===== src/rtl/pipe_ctrl_unit.sv =====
// rtl/pipe_ctrl_unit.sv - 5-stage MIPS pipeline control: ID decode, ID/EX, EX/MEM, MEM/WB control registers, load-use stall, flush.
// Optional stall/flush/illegal counters are built when PIPE_CTRL_PERF_EN is defined.
module pipe_ctrl_unit #(
  parameter int ALU_OP_W  = 5,
  parameter int BR_TYPE_W = 3,
  parameter int REG_AW    = 5,
  parameter int LINK_REG  = 31
) (
  input  logic                 clk_i,
  input  logic                 rst_i,
  input  logic [31:0]          instr_i,
  input  logic                 id_valid_i,
  input  logic                 branch_taken_i,
  output logic [ALU_OP_W-1:0]  ex_alu_op_o,
  output logic                 ex_alusrc_o,
  output logic                 ex_branch_o,
  output logic [BR_TYPE_W-1:0] ex_brtype_o,
  output logic                 mem_read_o,
  output logic                 mem_write_o,
  output logic                 mem_branch_o,
  output logic                 wb_regwrite_o,
  output logic [1:0]           wb_memtoreg_o,
  output logic [REG_AW-1:0]    wb_dst_o,
  output logic [1:0]           id_jump_o,
  output logic                 pc_write_o,
  output logic                 ifid_write_o,
  output logic                 ifid_flush_o,
  output logic                 illegal_o
`ifdef PIPE_CTRL_PERF_EN
  ,
  output logic [31:0]          stall_cnt_o,
  output logic [31:0]          flush_cnt_o,
  output logic [31:0]          illegal_cnt_o
`endif
);

  typedef struct packed {
    logic [ALU_OP_W-1:0]  alu_op;
    logic                 alusrc;
    logic                 branch;
    logic [BR_TYPE_W-1:0] brtype;
    logic                 mem_read;
    logic                 mem_write;
    logic                 regwrite;
    logic [1:0]           memtoreg;
    logic [REG_AW-1:0]    dst;
  } idex_t;

  typedef struct packed {
    logic              mem_read;
    logic              mem_write;
    logic              branch;
    logic              regwrite;
    logic [1:0]        memtoreg;
    logic [REG_AW-1:0] dst;
  } exmem_t;

  typedef struct packed {
    logic              regwrite;
    logic [1:0]        memtoreg;
    logic [REG_AW-1:0] dst;
  } memwb_t;

  localparam logic [5:0] OP_RTYPE = 6'h00;
  localparam logic [5:0] OP_J     = 6'h02;
  localparam logic [5:0] OP_JAL   = 6'h03;
  localparam logic [5:0] OP_BEQ   = 6'h04;
  localparam logic [5:0] OP_BNE   = 6'h05;
  localparam logic [5:0] OP_BLT   = 6'h06;
  localparam logic [5:0] OP_BLE   = 6'h07;
  localparam logic [5:0] OP_ADDI  = 6'h08;
  localparam logic [5:0] OP_ORI   = 6'h0D;
  localparam logic [5:0] OP_LUI   = 6'h0F;
  localparam logic [5:0] OP_LW    = 6'h23;
  localparam logic [5:0] OP_SW    = 6'h2B;
  localparam logic [5:0] FN_JR    = 6'h08;

  logic [5:0]        opcode;
  logic [5:0]        funct;
  logic [REG_AW-1:0] rs;
  logic [REG_AW-1:0] rt;
  logic [REG_AW-1:0] rd;
  logic              unused_shamt;

  assign opcode       = instr_i[31:26];
  assign funct        = instr_i[5:0];
  assign rs           = REG_AW'(instr_i[25:21]);
  assign rt           = REG_AW'(instr_i[20:16]);
  assign rd           = REG_AW'(instr_i[15:11]);
  assign unused_shamt = ^instr_i[10:6];

  idex_t      dec_raw;
  idex_t      dec;
  logic [1:0] jump_raw;
  logic [1:0] jump;
  logic       uses_rs_raw;
  logic       uses_rt_raw;
  logic       uses_rs;
  logic       uses_rt;
  logic       legal;

  always_comb begin
    dec_raw     = '0;
    jump_raw    = 2'd0;
    uses_rs_raw = 1'b0;
    uses_rt_raw = 1'b0;
    legal       = 1'b1;
    case (opcode)
      OP_RTYPE: begin
        dec_raw.alu_op = ALU_OP_W'(2);
        uses_rs_raw    = 1'b1;
        if (funct == FN_JR) begin
          jump_raw = 2'd2;
        end else begin
          dec_raw.regwrite = 1'b1;
          dec_raw.dst      = rd;
          uses_rt_raw      = 1'b1;
        end
      end
      OP_ADDI: begin
        dec_raw.alu_op   = ALU_OP_W'(0);
        dec_raw.alusrc   = 1'b1;
        dec_raw.regwrite = 1'b1;
        dec_raw.dst      = rt;
        uses_rs_raw      = 1'b1;
      end
      OP_ORI: begin
        dec_raw.alu_op   = ALU_OP_W'(4);
        dec_raw.alusrc   = 1'b1;
        dec_raw.regwrite = 1'b1;
        dec_raw.dst      = rt;
        uses_rs_raw      = 1'b1;
      end
      OP_LUI: begin
        dec_raw.alu_op   = ALU_OP_W'(5);
        dec_raw.alusrc   = 1'b1;
        dec_raw.regwrite = 1'b1;
        dec_raw.dst      = rt;
      end
      OP_LW: begin
        dec_raw.alu_op   = ALU_OP_W'(6);
        dec_raw.alusrc   = 1'b1;
        dec_raw.mem_read = 1'b1;
        dec_raw.memtoreg = 2'd1;
        dec_raw.regwrite = 1'b1;
        dec_raw.dst      = rt;
        uses_rs_raw      = 1'b1;
      end
      OP_SW: begin
        dec_raw.alu_op    = ALU_OP_W'(7);
        dec_raw.alusrc    = 1'b1;
        dec_raw.mem_write = 1'b1;
        uses_rs_raw       = 1'b1;
        uses_rt_raw       = 1'b1;
      end
      OP_BEQ, OP_BNE, OP_BLE, OP_BLT: begin
        dec_raw.branch = 1'b1;
        uses_rs_raw    = 1'b1;
        uses_rt_raw    = 1'b1;
        case (opcode)
          OP_BEQ: begin
            dec_raw.alu_op = ALU_OP_W'(1);
            dec_raw.brtype = BR_TYPE_W'(1);
          end
          OP_BNE: begin
            dec_raw.alu_op = ALU_OP_W'(3);
            dec_raw.brtype = BR_TYPE_W'(2);
          end
          OP_BLE: begin
            dec_raw.alu_op = ALU_OP_W'(10);
            dec_raw.brtype = BR_TYPE_W'(3);
          end
          default: begin
            dec_raw.alu_op = ALU_OP_W'(11);
            dec_raw.brtype = BR_TYPE_W'(4);
          end
        endcase
      end
      OP_J: begin
        dec_raw.alu_op = ALU_OP_W'(8);
        jump_raw       = 2'd1;
      end
      OP_JAL: begin
        dec_raw.alu_op   = ALU_OP_W'(9);
        dec_raw.regwrite = 1'b1;
        dec_raw.dst      = REG_AW'(LINK_REG);
        dec_raw.memtoreg = 2'd2;
        jump_raw         = 2'd1;
      end
      default: legal = 1'b0;
    endcase
    // $0 is hardwired, so a write to it is dropped at decode
    if (dec_raw.dst == '0) dec_raw.regwrite = 1'b0;
  end

  // An invalid ID slot decodes as a bubble
  assign dec       = id_valid_i ? dec_raw : '0;
  assign jump      = id_valid_i ? jump_raw : 2'd0;
  assign uses_rs   = id_valid_i & uses_rs_raw;
  assign uses_rt   = id_valid_i & uses_rt_raw;
  assign illegal_o = ~legal;

  idex_t  idex_q;
  exmem_t exmem_q;
  memwb_t memwb_q;
  logic   load_use;
  logic   stall;

  assign load_use = idex_q.mem_read && (idex_q.dst != '0) &&
                    ((uses_rs && (idex_q.dst == rs)) || (uses_rt && (idex_q.dst == rt)));
  // A taken branch squashes the dependent instruction anyway, so it overrides the stall
  assign stall        = load_use & ~branch_taken_i;
  assign pc_write_o   = ~stall;
  assign ifid_write_o = ~stall;
  assign id_jump_o    = stall ? 2'd0 : jump;
  assign ifid_flush_o = branch_taken_i | ((jump != 2'd0) & ~stall);

  always_ff @(posedge clk_i or negedge rst_i) begin
    if (!rst_i) begin
      idex_q  <= '0;
      exmem_q <= '0;
      memwb_q <= '0;
    end else begin
      if (branch_taken_i || stall) begin
        idex_q <= '0;
      end else begin
        idex_q <= dec;
      end
      if (branch_taken_i) begin
        exmem_q <= '0;
      end else begin
        exmem_q.mem_read  <= idex_q.mem_read;
        exmem_q.mem_write <= idex_q.mem_write;
        exmem_q.branch    <= idex_q.branch;
        exmem_q.regwrite  <= idex_q.regwrite;
        exmem_q.memtoreg  <= idex_q.memtoreg;
        exmem_q.dst       <= idex_q.dst;
      end
      memwb_q.regwrite <= exmem_q.regwrite;
      memwb_q.memtoreg <= exmem_q.memtoreg;
      memwb_q.dst      <= exmem_q.dst;
    end
  end

  assign ex_alu_op_o   = idex_q.alu_op;
  assign ex_alusrc_o   = idex_q.alusrc;
  assign ex_branch_o   = idex_q.branch;
  assign ex_brtype_o   = idex_q.brtype;
  assign mem_read_o    = exmem_q.mem_read;
  assign mem_write_o   = exmem_q.mem_write;
  assign mem_branch_o  = exmem_q.branch;
  assign wb_regwrite_o = memwb_q.regwrite;
  assign wb_memtoreg_o = memwb_q.memtoreg;
  assign wb_dst_o      = memwb_q.dst;

`ifdef PIPE_CTRL_PERF_EN
  function automatic logic [31:0] sat_inc(input logic [31:0] v, input logic en);
    return (en && (v != 32'hFFFF_FFFF)) ? v + 32'd1 : v;
  endfunction

  logic [31:0] stall_cnt_q;
  logic [31:0] flush_cnt_q;
  logic [31:0] illegal_cnt_q;

  always_ff @(posedge clk_i or negedge rst_i) begin
    if (!rst_i) begin
      stall_cnt_q   <= '0;
      flush_cnt_q   <= '0;
      illegal_cnt_q <= '0;
    end else begin
      stall_cnt_q   <= sat_inc(stall_cnt_q, stall);
      flush_cnt_q   <= sat_inc(flush_cnt_q, ifid_flush_o);
      illegal_cnt_q <= sat_inc(illegal_cnt_q, illegal_o & id_valid_i);
    end
  end

  assign stall_cnt_o   = stall_cnt_q;
  assign flush_cnt_o   = flush_cnt_q;
  assign illegal_cnt_o = illegal_cnt_q;
`endif

endmodule


===== config.mk =====
export PLATFORM = sky130hd
export DESIGN_NAME = pipe_ctrl_unit
export DESIGN_NICKNAME = d
export VERILOG_FILES = /design/src/rtl/pipe_ctrl_unit.sv
export SDC_FILE = /design/constraint.sdc
export NUM_CORES = 1
export LEC_CHECK = 0
export BUFFER_PORTS_ARGS = -buffer_cell sky130_fd_sc_hd__buf_2
export CORE_MARGIN = 2
export CORE_UTILIZATION = 40
export DETAILED_ROUTE_END_ITERATION = 16
export PLACE_DENSITY = 0.67
export SLEW_MARGIN = 20
export SYNTH_ARGS = -nofsm -noshare
export SYNTH_HDL_FRONTEND = slang
export SYNTH_SLANG_ARGS = --single-unit

===== constraint.sdc =====
create_clock -name clk_i -period 5.5 [get_ports clk_i]
set_input_delay 0 -clock clk_i [delete_from_list [all_inputs] [get_ports clk_i]]
set_output_delay 0 -clock clk_i [all_outputs]
set_load 0.01 [all_outputs]

==> flow_metrics.tcl <==
set metrics [dict create \
    outcome "complete, no violations" \
    synth-xor-area-share_pct 5.004 \
    core_area_um2 4294 \
    vias_per_cell 5.319 \
    vias 1436 \
    worstSkewPairLatency_ps 280 \
    synth_top_family_by_area "simple AND/OR/NAND/NOR gates" \
    synthAdderAreaFrac_pct 0 \
    met3_usage_pct 3.030 \
    ys_warn_count 0 \
    layout.cells.non_filler 270 \
    cts_tree "yes" \
    yosysTopAreaCell "dfrtp_1" \
    fillers 385 \
    cts_setup_buffers 0 \
    r2r_end "ex_brtype_o[0]" \
    diodes 0 \
    fin_worst_skew_ps 2.529 \
    wl_per_cell_um 13.47 \
    overflow 0 \
    postSynthCellCount 166 \
    clk_pin_slew_ps 70 \
    ys_seq_area_share_pct 51.47 \
    hold_class "input port to register" \
    cts_sinks 36 \
    slew_headroom_pct 47.84 \
    period_needed_ps 2350 \
    multi_input_area_um2 733.2 \
    min_from "instr_i[15]" \
    std_cell_rows 24 \
    routabilityCongestion 0.8188 \
    areaGrowthSynthToFinish_pct 22.94 \
    cts_buffers 5 \
    crit_path_max_incr_delay_ps 560 \
    async_flop_share_pct 100.0 \
    whs_path_depth 3 \
    drc_errors 0 \
    ff2ff_setup_slack_ps 3170 \
    syn_area_um2 1750 \
    crit_buf_inv 1 \
    fin_setup_tns_ps 0 \
    ys_ff_latch 36 \
    fin_crit_sh_pct 42.72 \
    syn-num-nets 202 \
    required_ps 5500 \
    swShare_pct 23.06 \
    die_height_um 70.15 \
    critPathMaxFanout 4 \
    drive_above_1_share_pct 32.57 \
    postLayoutCoreUtil_pct 50.12 \
    cap_violations 0 \
    p_int_uw 423.7 \
    p_seq_share_pct 48.6 \
    leakage_nw 1.055 \
    grt_max_degree 37 \
    slew_violations 0 \
    synthMuxAreaShare_pct 0 \
    fmax_mhz 425.6 \
    yosys-top-cells-count "36 x dfrtp_1, 12 x nor2_1, 12 x nor2b_1" \
    use_met1_pct 20.35 \
    placed_area_um2 1991 \
    grtUsageTotal_pct 15.12 \
    htree_levels 2 \
    path_delay_family "compound AO/OA/AOI/OAI gates" \
    timing.rr.start "idex_q[1]" \
    antenna_found_initial 0 \
    hold_violations 0 \
    synth_edf_count 0 \
    cts_max_path_buffers 2 \
    cts_root_buf "clkbuf_8" \
    finalPower_uw 550.7 \
    grt_pass1_vias 1293 \
    synth-main-ff-cell "dfrtp_1" \
    hold_path_end "idex_q[4]" \
    drt-initial-drc-count 57 \
    p_per_area_nw_per_um2 255.9 \
    hpwl_mm 2.567 \
    synth-compound-area-share_pct 15.87 \
    initial_utilization_pct 40.76 \
    port_buffers 56 \
    die_area_um2 4921 \
    top_usage_layer "met2" \
    path_cells "or4_1 > o21ai_0 > a21oi_1 > a2111oi_0 > buf_2" \
    synth.avg_cell_area_um2 10.54 \
    end_kind "output port" \
    routed_wl_mm 3.638 \
    pin_count 63 \
    rr_worst_depth 5 \
    synth.distinct_cells 46 \
    placed_cells 257 \
    met2_usage_pct 23.70 \
    startpoint_type "register" \
    p_clk_share_pct 40.7 \
    fp.dieW_um 70.15 \
    yosys.area_share.simple_pct 20.80 \
    final-setup-viol-count 0 \
    ir_worst_vdd_uv 76.37 \
    synth_area_leaders "dfrtp_1 51%, xor2_1 4.5%, nor2b_1 4.3%" \
    regArea_um2 900.9 \
    p_comb_share_pct 10.7 \
    p_switching_uw 127.0 \
    yosysMostFrequentCell "dfrtp_1" \
    grt_pass1_wl_mm 5.885 \
    cp.arrival_ps 2350 \
    slowest_stage "or4_1" \
    nets 253 \
    antenna_left 0 \
    worst_pin_slew_ps 782.3 \
    rsz0062_at_grt "false" \
    final_cell_area_um2 2152 \
    synth_top_area_share_pct 51.47 \
    drt_pre_antenna_iters 4 \
    criticalPathCategory "register to output port" \
]
[worst max path at each step]
| stage | to | cells after the start | startpoint | slack, ps |
|---|---|---|---|---|
| after floorplan | ex_brtype_o[0] | 5 | idex_q[1] | 3580 |
| after global placement | ex_brtype_o[0] | 5 | idex_q[1] | 3200 |
| after detailed placement | ex_brtype_o[0] | 5 | idex_q[1] | 3190 |
| after CTS | ex_brtype_o[0] | 5 | idex_q[1] | 3140 |
| after global routing | id_jump_o[1] | 5 | idex_q[1] | 2980 |
| final | id_jump_o[1] | 5 | idex_q[1] | 3150 |
[through the flow]
stage                     setup WS, ps  hold slack [ps]
final                             3150            16.47
after global routing              2979            23.31
after CTS                         3145           0.7519
after detailed placement          3190            111.2
after global placement            3199            103.0
after floorplan                   3579           -295.6
[layout make-up]
cell class              count  share of cell area (%)
inverters                   3                  0.5233
repair buffers             61                   15.35
multi-input cells         110                   34.07
clock buffers               5                   3.198
well taps                  52                   3.023
clock inverters             3                   1.977
flip-flops and latches     36                   41.86
[registers in the layout (all words and copies together), names as in the netlist]
signal / flops
mem_write_o: 1
wb_regwrite_o: 1
exmem_q: 8
wb_dst_o: 5
wb_memtoreg_o: 2
ex_branch_o: 1
ex_alu_op_o: 4
idex_q: 9
ex_alusrc_o: 1
mem_branch_o: 1
ex_brtype_o: 3
[worst reg2reg max path, cell delays in order (launching register included)]
cell and delay, ps:
dfrtp_1 440, or4_1 560, o21a_1 210, o2111ai_1 100
o2111ai_2 460, a2111oi_2 450
[timing repair]
item                                    in CTS  in global routing
hold buffers                                 5                  0
hold endpoints to repair                    40                  0
gates resized for setup                      0                  0
endpoints found under the setup margin       0                  0
[routing by layer]
metal,routed length [µm],part of all wire [%]
met1,1617,44
met2,1726,47
met3,232,6.4
met4,61,1.7
met5,0,0
[power by group through the flow]
| stage | Clock, mW | Combinational (mW) | Sequential [mW] |
|---|---|---|---|
| floorplan | 0 | 0.0315 | 0.273 |
| global placement | 0 | 0.0550 | 0.273 |
| detailed placement | 0 | 0.0557 | 0.273 |
| CTS | 0.231 | 0.0589 | 0.268 |
| global route | 0.244 | 0.0650 | 0.268 |
| finish | 0.224 | 0.0589 | 0.268 |
[cell usage in the layout (no fill, tap or decap), types with 2 or more instances in the layout]
master	count
a211oi_1	2
a21oi_1	5
a221oi_1	5
a31oi_1	2
and2_1	3
buf_2	56
clkbuf_8	5
dfrtp_1	36
dlygate4sd3_1	5
inv_1	3
nand2_1	7
nand2b_1	5
nor2_1	12
nor2b_1	12
nor3_1	9
nor4_1	6
o211ai_1	2
o21ai_0	3
or4_1	2
xor2_1	9
[kinds of logic after synthesis]
family          after synthesis
simple gates                 65
other cells                   1
xor+xnor                     10
buf+inv                      20
compound gates               34
flops                        36
Note: power is estimated with default switching activity, not from simulation.
